**src/rtl/wb_uart_tx.sv**
```systemverilog
// Wishbone slave UART transmitter (8N1) with a byte FIFO.
// Registers: 0 TXDATA (push), 1 STATUS (flags/count, W1C overflow), 2 DIV, 3 reserved.
module wb_uart_tx #(
  parameter int          DEPTH       = 8,
  parameter logic [15:0] DEFAULT_DIV = 16'd433
) (
  input  logic        clk_i,
  input  logic        rst_i,
  input  logic [31:0] wb_dat_i,
  output logic [31:0] wb_dat_o,
  input  logic [31:0] wb_adr_i,
  input  logic [1:0]  wb_sel_i,
  input  logic        wb_we_i,
  input  logic        wb_cyc_i,
  input  logic        wb_stb_i,
  output logic        wb_ack_o,
  output logic        tx_o,
  output logic        irq_o
);

  localparam int AW = (DEPTH > 1) ? $clog2(DEPTH) : 1;
  localparam int CW = AW + 1;

  typedef enum logic [1:0] {S_IDLE, S_START, S_DATA, S_STOP} state_t;

  // Bus-side registers
  logic          ack_q;
  logic [31:0]   dat_q;
  logic [15:0]   div_q;
  logic          ovf_q;

  // FIFO storage and bookkeeping
  logic [7:0]    mem_q [DEPTH];
  logic [AW-1:0] wr_ptr_q, rd_ptr_q;
  logic [CW-1:0] count_q;

  // Transmitter state
  state_t        state_q, state_d;
  logic [15:0]   cnt_q, cnt_d;
  logic [2:0]    bit_q, bit_d;
  logic [7:0]    shift_q, shift_d;
  logic          tx_q, tx_d;
  logic          irq_q;
  logic          pop;

  // Decode of the current bus request
  logic          accept;
  logic [1:0]    reg_sel;
  logic          push_req, push_ok, full, empty, busy, ovf_clr;
  logic [7:0]    count8;
  logic [31:0]   rdata;

  // Address bits outside [3:2], byte selects and upper data bits carry no meaning here.
  logic unused_bits;
  assign unused_bits = ^{wb_sel_i, wb_adr_i[31:4], wb_adr_i[1:0], wb_dat_i[31:16]};

  assign accept   = wb_cyc_i & wb_stb_i & ~ack_q;
  assign reg_sel  = wb_adr_i[3:2];
  assign full     = (count_q == CW'(DEPTH));
  assign empty    = (count_q == '0);
  assign busy     = (state_q != S_IDLE);
  assign push_req = accept & wb_we_i & (reg_sel == 2'd0);
  // Fullness is judged on the registered count, so a same-cycle pop cannot rescue a push.
  assign push_ok  = push_req & ~full;
  assign ovf_clr  = accept & wb_we_i & (reg_sel == 2'd1) & wb_dat_i[3];
  assign count8   = 8'(count_q);

  assign wb_ack_o = ack_q;
  assign wb_dat_o = dat_q;
  assign tx_o     = tx_q;
  assign irq_o    = irq_q;

  // Read-data mux for the addressed register
  always_comb begin
    rdata = 32'h0;
    case (reg_sel)
      2'd1:    rdata = {16'h0, count8, 4'h0, ovf_q, busy, empty, full};
      2'd2:    rdata = {16'h0, div_q};
      default: rdata = 32'h0;
    endcase
  end

  // Single-cycle ack, read-data capture, DIV register and sticky overflow flag
  always_ff @(posedge clk_i or negedge rst_i) begin
    if (!rst_i) begin
      ack_q <= 1'b0;
      dat_q <= 32'h0;
      div_q <= DEFAULT_DIV;
      ovf_q <= 1'b0;
    end else begin
      ack_q <= accept;
      dat_q <= (accept & ~wb_we_i) ? rdata : 32'h0;
      if (accept && wb_we_i && reg_sel == 2'd2)
        div_q <= wb_dat_i[15:0];
      // Set takes priority over a clear in the same cycle.
      if (push_req && full)
        ovf_q <= 1'b1;
      else if (ovf_clr)
        ovf_q <= 1'b0;
    end
  end

  // FIFO data array; contents need no reset because count gates every read
  always_ff @(posedge clk_i) begin
    if (push_ok)
      mem_q[wr_ptr_q] <= wb_dat_i[7:0];
  end

  // FIFO pointers and occupancy count
  always_ff @(posedge clk_i or negedge rst_i) begin
    if (!rst_i) begin
      wr_ptr_q <= '0;
      rd_ptr_q <= '0;
      count_q  <= '0;
    end else begin
      if (push_ok)
        wr_ptr_q <= wr_ptr_q + 1'b1;
      if (pop)
        rd_ptr_q <= rd_ptr_q + 1'b1;
      case ({push_ok, pop})
        2'b10:   count_q <= count_q + 1'b1;
        2'b01:   count_q <= count_q - 1'b1;
        default: count_q <= count_q;
      endcase
    end
  end

  // Transmit FSM next state; the bit timer reloads from DIV at every bit start
  always_comb begin
    state_d = state_q;
    cnt_d   = cnt_q;
    bit_d   = bit_q;
    shift_d = shift_q;
    pop     = 1'b0;
    case (state_q)
      S_IDLE: begin
        if (!empty) begin
          pop     = 1'b1;
          shift_d = mem_q[rd_ptr_q];
          cnt_d   = div_q;
          state_d = S_START;
        end
      end
      S_START: begin
        if (cnt_q == 16'h0) begin
          cnt_d   = div_q;
          bit_d   = 3'd0;
          state_d = S_DATA;
        end else begin
          cnt_d = cnt_q - 16'd1;
        end
      end
      S_DATA: begin
        if (cnt_q == 16'h0) begin
          shift_d = {1'b0, shift_q[7:1]};
          cnt_d   = div_q;
          if (bit_q == 3'd7)
            state_d = S_STOP;
          else
            bit_d = bit_q + 3'd1;
        end else begin
          cnt_d = cnt_q - 16'd1;
        end
      end
      S_STOP: begin
        if (cnt_q == 16'h0)
          state_d = S_IDLE;
        else
          cnt_d = cnt_q - 16'd1;
      end
      default: state_d = S_IDLE;
    endcase
  end

  // Line level follows the next state so tx_o comes straight from a flop
  always_comb begin
    tx_d = 1'b1;
    case (state_d)
      S_START: tx_d = 1'b0;
      S_DATA:  tx_d = shift_d[0];
      default: tx_d = 1'b1;
    endcase
  end

  // Transmit FSM registers, line driver and interrupt flag
  always_ff @(posedge clk_i or negedge rst_i) begin
    if (!rst_i) begin
      state_q <= S_IDLE;
      cnt_q   <= 16'h0;
      bit_q   <= 3'd0;
      shift_q <= 8'h0;
      tx_q    <= 1'b1;
      irq_q   <= 1'b1;
    end else begin
      state_q <= state_d;
      cnt_q   <= cnt_d;
      bit_q   <= bit_d;
      shift_q <= shift_d;
      tx_q    <= tx_d;
      irq_q   <= empty & (state_q == S_IDLE);
    end
  end

endmodule

```
**config.mk**
```make
export PLATFORM = sky130hd
export DESIGN_NAME = wb_uart_tx
export DESIGN_NICKNAME = d
export VERILOG_FILES = /design/src/rtl/wb_uart_tx.sv
export SDC_FILE = /design/constraint.sdc
export NUM_CORES = 1
export LEC_CHECK = 0
export CORE_ASPECT_RATIO = 2
export CORE_UTILIZATION = 45
export DETAILED_ROUTE_END_ITERATION = 10
export PLACE_DENSITY = 0.65
export RECOVER_POWER = 100
export SLEW_MARGIN = 20
export SYNTH_ARGS = -nofsm -noshare
export SYNTH_HDL_FRONTEND = slang
export SYNTH_SLANG_ARGS = --single-unit
```
**constraint.sdc**
```tcl
create_clock -name clk_i -period 6.1 [get_ports clk_i]
set_input_delay 0.915 -clock clk_i [delete_from_list [all_inputs] [get_ports clk_i]]
set_output_delay 0.915 -clock clk_i [all_outputs]
set_load 0.02 [all_outputs]
```
==> flow_metrics.env <==
export IMPL_yosys_warnings=0
export IMPL_dr_first_iter_drc_count=315
export IMPL_powerDensity_nw_per_um2=478.4
export IMPL_ys_flop_type="dfrtp_1"
export IMPL_grt_pass1_wl_um=23050
export IMPL_cts_buffer_depth=2
export IMPL_placed_area_um2=6945
export IMPL_timing_fmax_ghz=0.2333
export IMPL_utilization_pct=53.58
export IMPL_antennaDiodeCount=0
export IMPL_initial_core_util_pct=46.18
export IMPL_final_fill_count=1181
export IMPL_rsz0062_at_grt="no"
export IMPL_viasPerCell=5.616
export IMPL_synth_most_common_cell="dfrtp_1"
export IMPL_max_stage_delay_ns=1.34
export IMPL_drc=0
export IMPL_drtAntennaViolNets=0
export IMPL_rows=61
export IMPL_cp_depth=7
export IMPL_max_slew_margin_rel_pct=3.472
export IMPL_grt_pass1_vias=4426
export IMPL_root_buffer="clkbuf_16"
export IMPL_hpwl_um=10080
export IMPL_ctsResizeCount=0
export IMPL_worstReg2RegEnd="cnt_q[5]"
export IMPL_final_hold_viol_count=0
export IMPL_final_area_um2=7442
export IMPL_yosys_area_top_type="edfxtp_1"
export IMPL_clk_pin_slew_ns=0.06
export IMPL_synth_edf_count=64
export IMPL_clk_latency_ns=0.42
export IMPL_synthCells=493
export IMPL_synth_distinct_cells=58
export IMPL_dr_pass1_iters=5
export IMPL_io_pins=106
export IMPL_die_w_um=86.43
export IMPL_hold_buffers=0
export IMPL_synth_seq_cells=139
export IMPL_endpoint="cnt_q[5]"
export IMPL_tritoncts="done"
export IMPL_die_area_um2=14770
export IMPL_synth_commonest_cells="dfrtp_1 (68), edfxtp_1 (64), nor2_1 (38)"
export IMPL_grt_overflow_total=0
export IMPL_grt_usage_pct=21.17
export IMPL_regToRegSetupSlack_ns=1.81
export IMPL_slew_violations=0
export IMPL_path_class="flop to flop"
export IMPL_leakage_nw=2.960
export IMPL_antenna_found_initial=0
export IMPL_h_tree_depth=4
export IMPL_setup_viol_count_final=0
export IMPL_netlist_area_um2=6415
export IMPL_hp_class="flop to flop"
export IMPL_critPathLaunchType="flop"
export IMPL_critPathLaunch="cnt_q[0]"
export IMPL_post_cts_buffers=0
export IMPL_drv_cap=0
export IMPL_routed_wl_um=14090
export IMPL_period_needed_ns=4.287
export IMPL_dp_slack_ns=2.198
export IMPL_worstPathRequired_ns=6.40
export IMPL_cts_buffers=17
export IMPL_cp_cell_sequence="inv_1 > ha_1 > nor3b_1 > nand4_1 > o31ai_1 > nor2_1 > a221o_1"
export IMPL_status="completed"
export IMPL_skew_ns=0.006662
export IMPL_grt_max_degree=76
export IMPL_r2r_cells=7
export IMPL_arrival_ns=4.58
export IMPL_cts_sinks=139
export IMPL_cp_top_family="compound AO/OA/AOI/OAI gates"
export IMPL_synthArstFlopShare_pct=53.96
export IMPL_num_nets_final=624
export IMPL_synthToLayoutAreaGrowth_pct=16.01
export IMPL_crit_slowest_cell="o31ai_1"
export IMPL_final_setup_tns_ns=0
export IMPL_detail_route_wl_per_cell_um=19.07
export IMPL_cp_max_fo=11
export IMPL_design_core_area_um2=13890
export IMPL_cp_end_kind="flop"
export IMPL_crit_buf_inv=1
export IMPL_tightest_slew_ns=1.436
export IMPL_finalCritPeriodShare_pct=70.28
export IMPL_portBuffers=41
export IMPL_drive_gt1_share_pct=16.18
export IMPL_r2r_start="cnt_q[0]"
export IMPL_via_count=4150
export IMPL_peakVddDrop_v=0.0002330
export IMPL_routabilityCongestion=0.8187
export IMPL_syn_area_per_cell_um2=13.01
export IMPL_setup_ws_ns=1.813
export IMPL_synth_top_area_share_pct=29.96
export IMPL_synth_top_cells_by_area="edfxtp_1 (30%), dfrtp_1 (27%), mux4_2 (5.6%), mux2_2 (4.6%), ha_1 (3.1%)"
export IMPL_die_y_um=170.9
export IMPL_yosysSeqAreaShare_pct=59.35
export IMPL_power_total_mw=3.560
[tightest hold or removal path, delay by kind of cell, from the launching register on]
family	cells	cell delay (ns)
compound gates	1	0.06
flops	1	0.35
simple gates	1	0.05
[power by group]
group          internal, mW  leakage [nW]  switching, mW  total (mW)
registers              1.14          1.53          0.207        1.35
clock network         0.586         0.295          0.450        1.04
logic                 0.523          1.14          0.649        1.17
[registers in the layout, indices dropped and copies added (netlist names)]
signal    cells
div_q        16
bit_q         3
mem_q        64
wb_dat_o     16
tx_o          1
state_q       2
irq_o         1
wb_ack_o      1
shift_q       8
count_q       4
cnt_q        16
rd_ptr_q      3
wr_ptr_q      3
ovf_q         1
[stage by stage]
| step | hold slack [ns] | cells |
|---|---|---|
| 2_1_floorplan | 0.4489 | 508 |
| 3_3_place_gp | 0.4686 | 707 |
| 3_5_place_dp | 0.4764 | 707 |
| 4_1_cts | 0.4905 | 739 |
| 5_1_grt | 0.5095 | 739 |
| 6_report | 0.4940 | 739 |
[logic make-up (layout without fill, tap and decap cells)]
kind of cell             after synthesis  count (layout)  synth area share [%]
flip-flops                           139             139                 59.35
buffers and inverters                 56              98                 4.525
AND/OR/NAND/NOR                      135             135                 11.18
adder cells (fa/ha/maj)               16              16                 3.121
multiplexers                          45              45                 10.75
XOR/XNOR                              11              11                 1.502
other                                  1              16               0.05846
AO/OA/AOI/OAI                         90              90                 9.518
[routing by layer]
layer | vias to the layer above | share of wire (%) | GRT usage (%)
li1 | 1897 | - | -
met1 | 2102 | 34 | 20.45
met2 | 119 | 59 | 41.72
met3 | 32 | 3.3 | 4.245
met4 | 0 | 3.0 | 9.275
met5 | - | 0 | 0
[worst min-delay path by stage]
| stage | slack (ns) | startpoint | end | cells past startpoint |
|---|---|---|---|---|
| finish | 0.49 | ovf_q | ovf_q | 2 |
| global route | 0.51 | ovf_q | ovf_q | 2 |
| CTS | 0.49 | ovf_q | ovf_q | 2 |
| detailed placement | 0.48 | ovf_q | ovf_q | 2 |
| global placement | 0.47 | ovf_q | ovf_q | 2 |
| floorplan | 0.45 | ovf_q | ovf_q | 2 |
[cell usage in the layout, fill, tap and decap left out, types with 17 or more instances in the layout]
| cell type | count |
|---|---|
| nand2_1 | 38 |
| nor2_1 | 38 |
| dlygate4sd3_1 | 29 |
| o21ai_0 | 27 |
| dfrtp_1 | 68 |
| mux2_2 | 26 |
| clkbuf_16 | 17 |
| edfxtp_1 | 64 |
| nor3_1 | 17 |
[area by class of cell]
cell class	instances	area (um2)	area share, %
inverters	18	67.56	0.9079
multi-input cells	313	2302	30.93
well taps	189	236.5	3.178
clock inverters	15	165.2	2.219
clock buffers	17	425.4	5.716
flip-flops and latches	139	3807	51.16
repair buffers	48	437.9	5.884
Note: power is estimated with default switching activity, not from simulation.
